--- src/rtl/cavlc_block_sequencer_pkg.sv ---
// Shared definitions for the CAVLC residual block sequencer: the decoder state
// encodings seen by the stage LUTs and the datapath widths.
package cavlc_block_sequencer_pkg;

  typedef enum logic [3:0] {
    ST_IDLE            = 4'd0,
    ST_COEFF_TOKEN     = 4'd1,
    ST_TRAILING_ONES   = 4'd2,
    ST_LEVEL           = 4'd3,
    ST_TOTAL_ZEROS_LUT = 4'd4,
    ST_RUN_BEFORE      = 4'd5,
    ST_RUN_LAST        = 4'd6,
    ST_DONE            = 4'd7
  } cavlc_state_e;

  localparam int unsigned COEFF_W = 5;  // coefficient count / scan position
  localparam int unsigned ZEROS_W = 4;  // zeros_left, run values, level index

endpackage

--- src/rtl/cavlc_run_tracker.sv ---
// Run-phase bookkeeping for one residual block: zeros_left, the scan position of
// the coefficient being placed, and the count of run_before steps still pending.
module cavlc_run_tracker
  import cavlc_block_sequencer_pkg::*;
(
  input  logic               clk,
  input  logic               reset_n,
  input  logic               clear_i,
  input  logic               load_i,
  input  logic               step_i,
  input  logic [COEFF_W-1:0] tc_i,
  input  logic [ZEROS_W-1:0] zeros_i,
  input  logic [ZEROS_W-1:0] run_i,
  output logic [ZEROS_W-1:0] zeros_left_o,
  output logic [COEFF_W-1:0] coeff_pos_o,
  output logic [ZEROS_W-1:0] run_cnt_o
);

  logic [ZEROS_W-1:0] zeros_left_q, zeros_left_d;
  logic [COEFF_W-1:0] coeff_pos_q, coeff_pos_d;
  logic [ZEROS_W-1:0] run_cnt_q, run_cnt_d;
  logic [COEFF_W-1:0] tc_m1;

  assign tc_m1 = tc_i - 5'd1;

  always_comb begin
    // NOTE: every next-state value gets a hold default first so no path leaves it unassigned (no latch).
    zeros_left_d = zeros_left_q;
    coeff_pos_d  = coeff_pos_q;
    run_cnt_d    = run_cnt_q;
    if (clear_i) begin
      zeros_left_d = '0;
      coeff_pos_d  = '0;
      run_cnt_d    = '0;
    end else if (load_i) begin
      // Highest occupied scan position: TC coefficients spread over TC+zeros slots.
      zeros_left_d = zeros_i;
      coeff_pos_d  = tc_m1 + {1'b0, zeros_i};
      run_cnt_d    = tc_m1[ZEROS_W-1:0];
    end else if (step_i) begin
      if (zeros_left_q != '0) begin
        zeros_left_d = zeros_left_q - run_i;
        coeff_pos_d  = coeff_pos_q - 5'd1 - {1'b0, run_i};
      end else begin
        coeff_pos_d  = coeff_pos_q - 5'd1;
      end
      run_cnt_d = run_cnt_q - 4'd1;
    end
  end

  always_ff @(posedge clk) begin
    if (!reset_n) begin
      zeros_left_q <= '0;
      coeff_pos_q  <= '0;
      run_cnt_q    <= '0;
    end else begin
      zeros_left_q <= zeros_left_d;
      coeff_pos_q  <= coeff_pos_d;
      run_cnt_q    <= run_cnt_d;
    end
  end

  assign zeros_left_o = zeros_left_q;
  assign coeff_pos_o  = coeff_pos_q;
  assign run_cnt_o    = run_cnt_q;

endmodule

--- src/rtl/cavlc_block_sequencer.sv ---
// CAVLC residual block sequencer: walks coeff_token, trailing ones, levels,
// total_zeros and run_before, telling the bitstream buffer how many bits to eat.
// Optional stream checks are compiled in with CAVLC_ERR_CHECK_EN.
module cavlc_block_sequencer
  import cavlc_block_sequencer_pkg::*;
(
  input  logic                clk,
  input  logic                reset_n,
  input  logic                start,
  input  logic [COEFF_W-1:0]  max_num_coeff,
  input  logic [COEFF_W-1:0]  total_coeff,
  input  logic [1:0]          trailing_ones,
  input  logic [4:0]          coeff_token_len,
  input  logic [4:0]          level_len,
  input  logic [ZEROS_W-1:0]  total_zeros,
  input  logic [3:0]          total_zeros_len,
  input  logic [ZEROS_W-1:0]  run_before,
  input  logic [3:0]          run_before_len,
  input  logic                bs_stall,
  output logic [3:0]          cavlc_decoder_state,
  output logic                consume_valid,
  output logic [4:0]          consume_len,
  output logic [ZEROS_W-1:0]  level_idx,
  output logic [ZEROS_W-1:0]  zeros_left,
  output logic [COEFF_W-1:0]  coeff_pos,
  output logic                coeff_we,
  output logic                busy,
  output logic                block_done,
  output logic                err
);

  cavlc_state_e       state_q;
  logic [COEFF_W-1:0] tc_q;
  logic [1:0]         t1_q;
  logic [ZEROS_W-1:0] level_idx_q;
  logic               busy_q, block_done_q, err_q;
  logic [ZEROS_W-1:0] run_cnt;
  logic [ZEROS_W-1:0] zeros_load;
  logic [COEFF_W-1:0] tc_m1;
  logic               tc_is_max, zeros_pending;
  logic               err_ct, err_tz, err_rb;

  assign tc_is_max     = (tc_q == max_num_coeff);
  assign zeros_load    = tc_is_max ? '0 : total_zeros;
  assign tc_m1         = tc_q - 5'd1;
  assign zeros_pending = (zeros_left != '0);

`ifdef CAVLC_ERR_CHECK_EN
  logic [COEFF_W-1:0] zeros_max;
  assign zeros_max = max_num_coeff - tc_q;
  assign err_ct    = (total_coeff > max_num_coeff);
  assign err_tz    = !tc_is_max && ({1'b0, total_zeros} > zeros_max);
  assign err_rb    = zeros_pending && (run_before > zeros_left);
`else
  assign err_ct = 1'b0;
  assign err_tz = 1'b0;
  assign err_rb = 1'b0;
`endif

  cavlc_run_tracker u_run_tracker (
    .clk          (clk),
    .reset_n      (reset_n),
    .clear_i      (!bs_stall && state_q == ST_IDLE && start),
    .load_i       (!bs_stall && state_q == ST_TOTAL_ZEROS_LUT),
    .step_i       (!bs_stall && state_q == ST_RUN_BEFORE),
    .tc_i         (tc_q),
    .zeros_i      (zeros_load),
    .run_i        (run_before),
    .zeros_left_o (zeros_left),
    .coeff_pos_o  (coeff_pos),
    .run_cnt_o    (run_cnt)
  );

  always_ff @(posedge clk) begin
    // NOTE: state is updated with non-blocking assignments so every branch reads pre-edge values.
    if (!reset_n) begin
      state_q      <= ST_IDLE;
      tc_q         <= '0;
      t1_q         <= '0;
      level_idx_q  <= '0;
      busy_q       <= 1'b0;
      block_done_q <= 1'b0;
      err_q        <= 1'b0;
    end else if (!bs_stall) begin
      case (state_q)
        ST_IDLE: if (start) begin
          state_q     <= ST_COEFF_TOKEN;
          busy_q      <= 1'b1;
          level_idx_q <= '0;
          err_q       <= 1'b0;
        end
        ST_COEFF_TOKEN: begin
          tc_q <= total_coeff;
          t1_q <= trailing_ones;
          if (err_ct || total_coeff == '0) begin
            err_q        <= err_ct;
            state_q      <= ST_DONE;
            block_done_q <= 1'b1;
          end else if (trailing_ones != 2'd0) begin
            state_q <= ST_TRAILING_ONES;
          end else begin
            state_q <= ST_LEVEL;
          end
        end
        ST_TRAILING_ONES: begin
          level_idx_q <= {2'b00, t1_q};
          state_q     <= ({3'b000, t1_q} < tc_q) ? ST_LEVEL : ST_TOTAL_ZEROS_LUT;
        end
        ST_LEVEL: begin
          level_idx_q <= level_idx_q + 4'd1;
          if ({1'b0, level_idx_q} == tc_m1) state_q <= ST_TOTAL_ZEROS_LUT;
        end
        ST_TOTAL_ZEROS_LUT: begin
          if (err_tz) begin
            err_q        <= 1'b1;
            state_q      <= ST_DONE;
            block_done_q <= 1'b1;
          end else begin
            state_q <= (tc_q == 5'd1) ? ST_RUN_LAST : ST_RUN_BEFORE;
          end
        end
        ST_RUN_BEFORE: begin
          if (err_rb) begin
            err_q        <= 1'b1;
            state_q      <= ST_DONE;
            block_done_q <= 1'b1;
          end else if (run_cnt == 4'd1) begin
            state_q <= ST_RUN_LAST;
          end
        end
        ST_RUN_LAST: begin
          state_q      <= ST_DONE;
          block_done_q <= 1'b1;
        end
        default: begin
          state_q      <= ST_IDLE;
          busy_q       <= 1'b0;
          block_done_q <= 1'b0;
        end
      endcase
    end
  end

  // Consume and write strobes follow the current state; a stalled buffer sees nothing.
  always_comb begin
    consume_valid = 1'b0;
    consume_len   = '0;
    coeff_we      = 1'b0;
    if (!bs_stall) begin
      case (state_q)
        ST_COEFF_TOKEN: begin
          consume_valid = 1'b1;
          consume_len   = coeff_token_len;
        end
        ST_TRAILING_ONES: begin
          consume_valid = 1'b1;
          consume_len   = {3'b000, t1_q};
        end
        ST_LEVEL: begin
          consume_valid = 1'b1;
          consume_len   = level_len;
        end
        ST_TOTAL_ZEROS_LUT: if (!tc_is_max) begin
          consume_valid = 1'b1;
          consume_len   = {1'b0, total_zeros_len};
        end
        ST_RUN_BEFORE: begin
          coeff_we = 1'b1;
          if (zeros_pending) begin
            consume_valid = 1'b1;
            consume_len   = {1'b0, run_before_len};
          end
        end
        ST_RUN_LAST: coeff_we = 1'b1;
        default: ;
      endcase
    end
  end

  assign cavlc_decoder_state = state_q;
  assign level_idx           = level_idx_q;
  assign busy                = busy_q;
  assign block_done          = block_done_q;
  assign err                 = err_q;

endmodule
--- config.mk ---
export PLATFORM = sky130hd
export DESIGN_NAME = cavlc_block_sequencer
export DESIGN_NICKNAME = d
export VERILOG_FILES = /design/src/rtl/cavlc_block_sequencer_pkg.sv /design/src/rtl/cavlc_run_tracker.sv /design/src/rtl/cavlc_block_sequencer.sv
export SDC_FILE = /design/constraint.sdc
export NUM_CORES = 1
export LEC_CHECK = 0
export ABC_AREA = 1
export CORE_MARGIN = 3
export CORE_UTILIZATION = 41
export CTS_CLUSTER_DIAMETER = 40
export CTS_CLUSTER_SIZE = 14
export DETAILED_ROUTE_END_ITERATION = 12
export GPL_ROUTABILITY_DRIVEN = 0
export PLACE_DENSITY = 0.77
export SYNTH_ARGS = -nofsm -noshare
export SYNTH_HDL_FRONTEND = slang
export SYNTH_SLANG_ARGS = --single-unit
--- constraint.sdc ---
create_clock -name clk -period 2.5 [get_ports clk]
set_input_delay 0.375 -clock clk [delete_from_list [all_inputs] [get_ports clk]]
set_output_delay 0.375 -clock clk [all_outputs]
set_load 0.01 [all_outputs]
==> run metrics, run 1 <==
cell mode on critical path nand2_1; port buffer count 66; hold buffers post-CTS 0; critical path endpoint category output port; Std-Cell Rows 28; Hold Path Class register to register; Clock Tree Root clkbuf_8; clk slew on worst S/H paths 0.06 ns; Slew Limit Headroom 62.44%; # clock sinks 29; final setup TNS 0 ns; Layout Skew 0.006750 ns; #FFs+latches synth 29; Cells after Synth 405; HPWL after detailed placement 6073 um; slowest cell on the critical path clkdlybuf4s50_1; status completed; WL per Instance 13.41 um; Setup crit start kind primary input; Reg2Reg Depth 15; Ys Warns 0; final routed DRC violation total 0; CP max FO 5; CP required 2.12 ns; initial drt markers 121; post-synth cell types 41; hold violation total from the final report 0; Leak Pwr 1.686 nW; GRT Overall Usage 20.97%; Max Slew Vio Count 0; CTS tree done; Max H-tree Level 2; Die Y 86.27 um; top post-synthesis cells by count nand2_1 (85), inv_1 (63), nor2_1 (35); Worst-Skew Late Latency 0.28 ns; Final setup violation count 0; Synth top area share 21.98%; clock tree buffer depth 2; initial antenna violation count 0; Max IR drop VDD 0.0002631 V; Synth Cell Area 2641 sq um; largest net degree at the start of global routing 14; Tcrit/Tclk final 93.42%; share of post-route cells with drive strength above 1 9.959%; Pwr Density 449.5 nW/um^2; first-pass GRT wire length 12680 um; crit path DAT 1.96 ns; routed via count 2867; Starting Density 43.33%; design area 3513 sq um; post-synth top area cell dfxtp_1; Via density 5.147; vias in the first global route 2806; Num CTS Buffers 5; Max stage delay on crit path 0.48 ns; Final nets 547; Top-Level Pins 69; largest cells by area after synthesis dfxtp_1 (22%), nand2_1 (12%), ha_1 (9.9%), inv_1 (9.0%), nand3_1 (6.1%); sequential fraction of the synthesis area 21.98%; worst slew pin tran 0.5591 ns; number of fillers in the final layout 608; ys flop type dfxtp_1; share of flip-flops with an asynchronous set or reset 0%; Max Freq 428.2 MHz; Post-Route WL 7470 um; DIE AREA 7442 sq um; Max Cap Viol 0; Worst Hold Depth 2; Ant. Diodes 0; syn_area_per_cell 6.522 sq um; drt pass-1 iters 5; CP Cell Sequence clkdlybuf4s50_1, nor2_1, nor3_1, nand3_2, buf_4, nand2_1, nand2_1, nand2_1, a21oi_1, dlygate4sd2_1; Die Width 86.27 um; Area Growth Syn to Fin 33.02%; Placed Area 3412 sq um; gr ovfl total 0; CORE AREA 6096 sq um; antenna-violating nets left 0; most frequent cell after synthesis nand2_1; min Tclk post-route 2.336 ns; Post-CTS Setup Bufs 0; number of flops mapped to enable cells by yosys 0; Setup Crit Path Kind primary input to output port
## path summary, 6_finish.rpt
check / from / end / slack [ns]
setup reg to reg: tc_q[1]$_SDFFE_PN0P_ / u_run_tracker.coeff_pos_o[3]$_SDFFE_PP0P_ / 0.26
hold reg to reg: busy$_SDFFE_PN0P_ / busy$_SDFFE_PN0P_ / 0.45
hold / removal: busy$_SDFFE_PN0P_ / busy$_SDFFE_PN0P_ / 0.45
setup / recovery: max_num_coeff[1] / consume_valid / 0.16
## timing repair
item                                    in CTS  in global routing
resized for setup                            6                  6
pin swaps                                    0                  1
endpoints found under the setup margin       4                  4
## cell usage in the layout (no fill, tap or decap), drive strengths merged
cell	n
a211oi	4
a21oi	31
a221oi	1
a22o	1
a22oi	3
a31oi	7
buf	10
clkbuf	6
clkdlybuf4s50	61
clkinv	3
conb	2
dfxtp	29
dlygate4sd2	2
dlymetal6s2s	3
fa	3
ha	21
inv	71
nand2	91
nand2b	1
nand3	34
nand4	1
nor2	39
nor3	5
o211ai	1
o21ai	32
o21bai	1
o221ai	3
o22ai	1
or2	1
xnor2	6
xor2	8
## metal layers
metal / GRT usage (%) / wire length, um / part of all wire [%] / vias to the layer above
met3: 3.042 / 389 / 5.2 / 11
met1: 27.30 / 3323 / 44 / 1300
li1: - / - / - / 1460
met2: 36.02 / 3650 / 49 / 96
met4: 6.091 / 106 / 1.4 / 0
met5: 0 / 0 / 0 / -
## registers in the layout, indices dropped and copies added (netlist names)
| name | cells |
|---|---|
| u_run_tracker.zeros_left_o | 4 |
| u_run_tracker.run_cnt_o | 4 |
| level_idx | 4 |
| u_run_tracker.coeff_pos_o | 5 |
| cavlc_decoder_state | 3 |
| busy | 1 |
| tc_q | 5 |
| block_done | 1 |
| t1_q | 2 |
## cell type report
type | instances | area [sq um] | area share (%)
inverters | 72 | 275.3 | 7.835
clock inverters | 2 | 10.01 | 0.2849
clock buffers | 6 | 72.57 | 2.066
repair buffers | 76 | 740.7 | 21.08
well taps | 75 | 93.84 | 2.671
multi-input cells | 297 | 1737 | 49.43
flip-flops and latches | 29 | 584.3 | 16.63
## where the power goes
group	switching (mW)	leakage [nW]	internal, mW	total, mW
Combinational	0.384	1.40	0.287	0.671
Sequential	0.0317	0.236	0.492	0.523
Clock	0.192	0.0450	0.193	0.385
## worst max-delay path, delay by kind of cell
kind            cells  cell delay (ns)
buf+inv             3             0.95
simple gates        6             0.57
compound gates      1             0.06
## through the flow
step	total power, mW	instances	hold slack [ns]	util (%)	worst slack (ns)
global placement	1.173	549	0.4401	55.97	-0.01707
CTS	1.576	557	0.4556	57.43	0.01973
detailed placement	1.191	549	0.4419	55.97	-0.1077
finish	1.579	557	0.4481	57.64	0.1644
global route	1.694	557	0.4858	57.64	-0.004629
floorplan	0.9635	406	0.4678	-	0.4732
## logic make-up (layout without fill, tap and decap cells)
family,Yosys count,after routing,synth area share [%]
adders and majority gates,24,24,12.22
xor gates and xnor gates,14,14,4.642
and+or+nand+nor,172,172,29.65
AOI/OAI and AO/OA,85,85,18.57
buffers and inverters,80,156,12.79
DFF,29,29,21.98
other,1,2,0.1420
Power figures use the tool's default switching activity.
==> inputs of run 2 (changes only) <==
PLACE_DENSITY = 0.69   (was 0.77)
==> run 2 against run 1 <==
Clock power up 6.8%. First-iteration DRC count down 17%. Routed wire length up 0.48%. Sequential share of layout area about the same. Final cell count unchanged. Largest cell class unchanged.
==> run metrics, run 2 (synthesis results as in run 1) <==
reg2reg start tc_q[1]$_SDFFE_PN0P_; DP Cell Count 549 (unchanged); Setup Crit Path Kind register to output port; Max H-tree Level 2 (unchanged); clock tree buffer depth 2 (unchanged); Tcrit/Tclk final 93.40% (about the same); Reg2Reg Depth 18 (+3); Slew Limit Headroom 64.11% (+1.7 points); most frequent cells in the layout nand2_1 (85), inv_1 (63), clkdlybuf4s50_1 (61), nor2_1 (35), nand3_1 (32); CP required 2.12 ns (about the same); Placed Area 3412 sq um (unchanged); WL per Instance 13.48 um (+0.48%); Final nets 547 (unchanged); hold violation total from the final report 0 (unchanged); Post-CTS Setup Bufs 0 (unchanged); Hold Path Class register to register; total power 1.598 mW (+1.2%); worst slew pin tran 0.5343 ns (-0.02483 ns); Area Growth Syn to Fin 33.11% (about the same); Max Slew Vio Count 0 (unchanged); commonest non-fill, non-tap cell in the layout nand2_1; share of post-route cells with drive strength above 1 9.336% (-0.62 points); HPWL after detailed placement 6137 um (+1.1%); clk slew on worst S/H paths 0.08 ns (+0.02 ns); Post-Route WL 7506 um (+0.48%); Final setup violation count 0 (unchanged); critical path launch point cavlc_decoder_state[0]$_SDFFE_PN0P_; port buffer count 66 (unchanged); CP max FO 8 (+3); vias in the first global route 2651 (-5.5%); largest net degree at the start of global routing 14 (unchanged); CTS tree done; Die Width 86.27 um (unchanged); Top-Level Pins 69 (unchanged); Max Cap Viol 0 (unchanged); final routed DRC violation total 0 (unchanged); gr ovfl total 0 (unchanged); R2R setup slack 0.29 ns (+0.03 ns); Max Freq 428.3 MHz (about the same); routed via count 2819 (-1.7%); worst setup path end consume_len[4]; Layout Skew 0.01059 ns (+0.003837 ns); CORE AREA 6096 sq um (unchanged); initial drt markers 101 (-17%); first-pass GRT wire length 11990 um (-5.5%); DIE AREA 7442 sq um (unchanged); # clock sinks 29 (unchanged); design area 3516 sq um (about the same); post-route setup slack 0.1651 ns (+0.0007080 ns); GRT Overall Usage 20.19% (-0.78 points); Clock Tree Root clkbuf_8; Final Instance Count excl. Fillers 557 (unchanged); crit path DAT 1.96 ns (about the same); Die Y 86.27 um (unchanged); min Tclk post-route 2.335 ns (-0.0007080 ns); worst reg2reg path endpoint u_run_tracker.coeff_pos_o[4]$_SDFFE_PP0P_; Via density 5.061 (-1.7%); RSZ-0062 raised after global routing no; antenna-violating nets left 0 (unchanged); Setup crit start kind register; Worst-Skew Late Latency 0.29 ns (about the same); WHS 0.4627 ns (+0.01461 ns); drt pass-1 iters 4 (-1); min-delay src busy$_SDFFE_PN0P_; Std-Cell Rows 28 (unchanged); dpl ws -0.07676 ns (+0.03094 ns); Max IR drop VDD 0.0002785 V (+5.9%); initial antenna violation count 0 (unchanged); Starting Density 43.33% (unchanged); number of fillers in the final layout 633 (+4.1%); Ant. Diodes 0 (unchanged); status completed; critical path endpoint category output port; Leak Pwr 1.679 nW (-0.41%); Num CTS Buffers 5 (unchanged); Pwr Density 454.4 nW/um^2 (+1.1%)
==> run 2: final cells by class <==
class | instances | area, sq um | area share [%]
Multi-Input combinational cell | 297 | 1732 | 49.25
Timing Repair Buffer | 76 | 740.7 | 21.07
Sequential cell | 29 | 583.1 | 16.58
Inverter | 72 | 275.3 | 7.829
Tap cell | 75 | 93.84 | 2.669
Clock buffer | 5 | 68.82 | 1.957
Clock inverter | 3 | 22.52 | 0.6406
==> run 2: metrics by stage <==
| step | TNS [ns] | utilization (%) |
|---|---|---|
| floorplan | 0 | - |
| global placement | -0.004595 | 55.97 |
| detailed placement | -0.1917 | 55.97 |
| CTS | 0 | 57.55 |
| global route | 0 | 57.68 |
| finish | 0 | 57.68 |
==> run 2: timing repair <==
item | CTS | global route
endpoints found under the setup margin | 5 | 3
hold buffers | 0 | 0
resized for setup | 5 | 3
==> run 2: routing by layer <==
layer | global-route usage (%) | up-vias | share of wire (%) | wire length [um]
met2 | 33.92 | 70 | 47 | 3525
met1 | 26.69 | 1274 | 47 | 3531
met4 | 5.382 | 0 | 0.97 | 73
li1 | - | 1469 | - | -
met5 | 0 | - | 0 | 0
met3 | 3.612 | 6 | 5.0 | 376
==> run 2: power breakdown <==
group	internal, mW	switching, mW
Sequential	0.491	0.0318
Clock	0.195	0.216
Combinational	0.285	0.379
==> run 2: worst max-delay path, cell delays in order, from the launching register on <==
cell and delay, ns:
dfxtp_1 0.39, inv_4 0.09, nor2_4 0.11, nand2_2 0.13
inv_1 0.19, a22o_1 0.15, nand2_1 0.04, inv_1 0.05
clkdlybuf4s50_1 0.52
==> run 2: worst min path at each step <==
stage | end | depth (start not counted) | slack (ns)
after floorplan | busy$_SDFFE_PN0P_ | 2 | 0.47
after global placement | busy$_SDFFE_PN0P_ | 2 | 0.44
after detailed placement | busy$_SDFFE_PN0P_ | 2 | 0.44
after CTS | busy$_SDFFE_PN0P_ | 2 | 0.46
after global routing | busy$_SDFFE_PN0P_ | 2 | 0.47
final | busy$_SDFFE_PN0P_ | 2 | 0.46
==> inputs of run 3 (changes only) <==
ABC_CLOCK_PERIOD_IN_PS = 2500   (was not set)
==> results of run 3 <==
The final DEF is identical to that of run 2; final timing and power are the same.
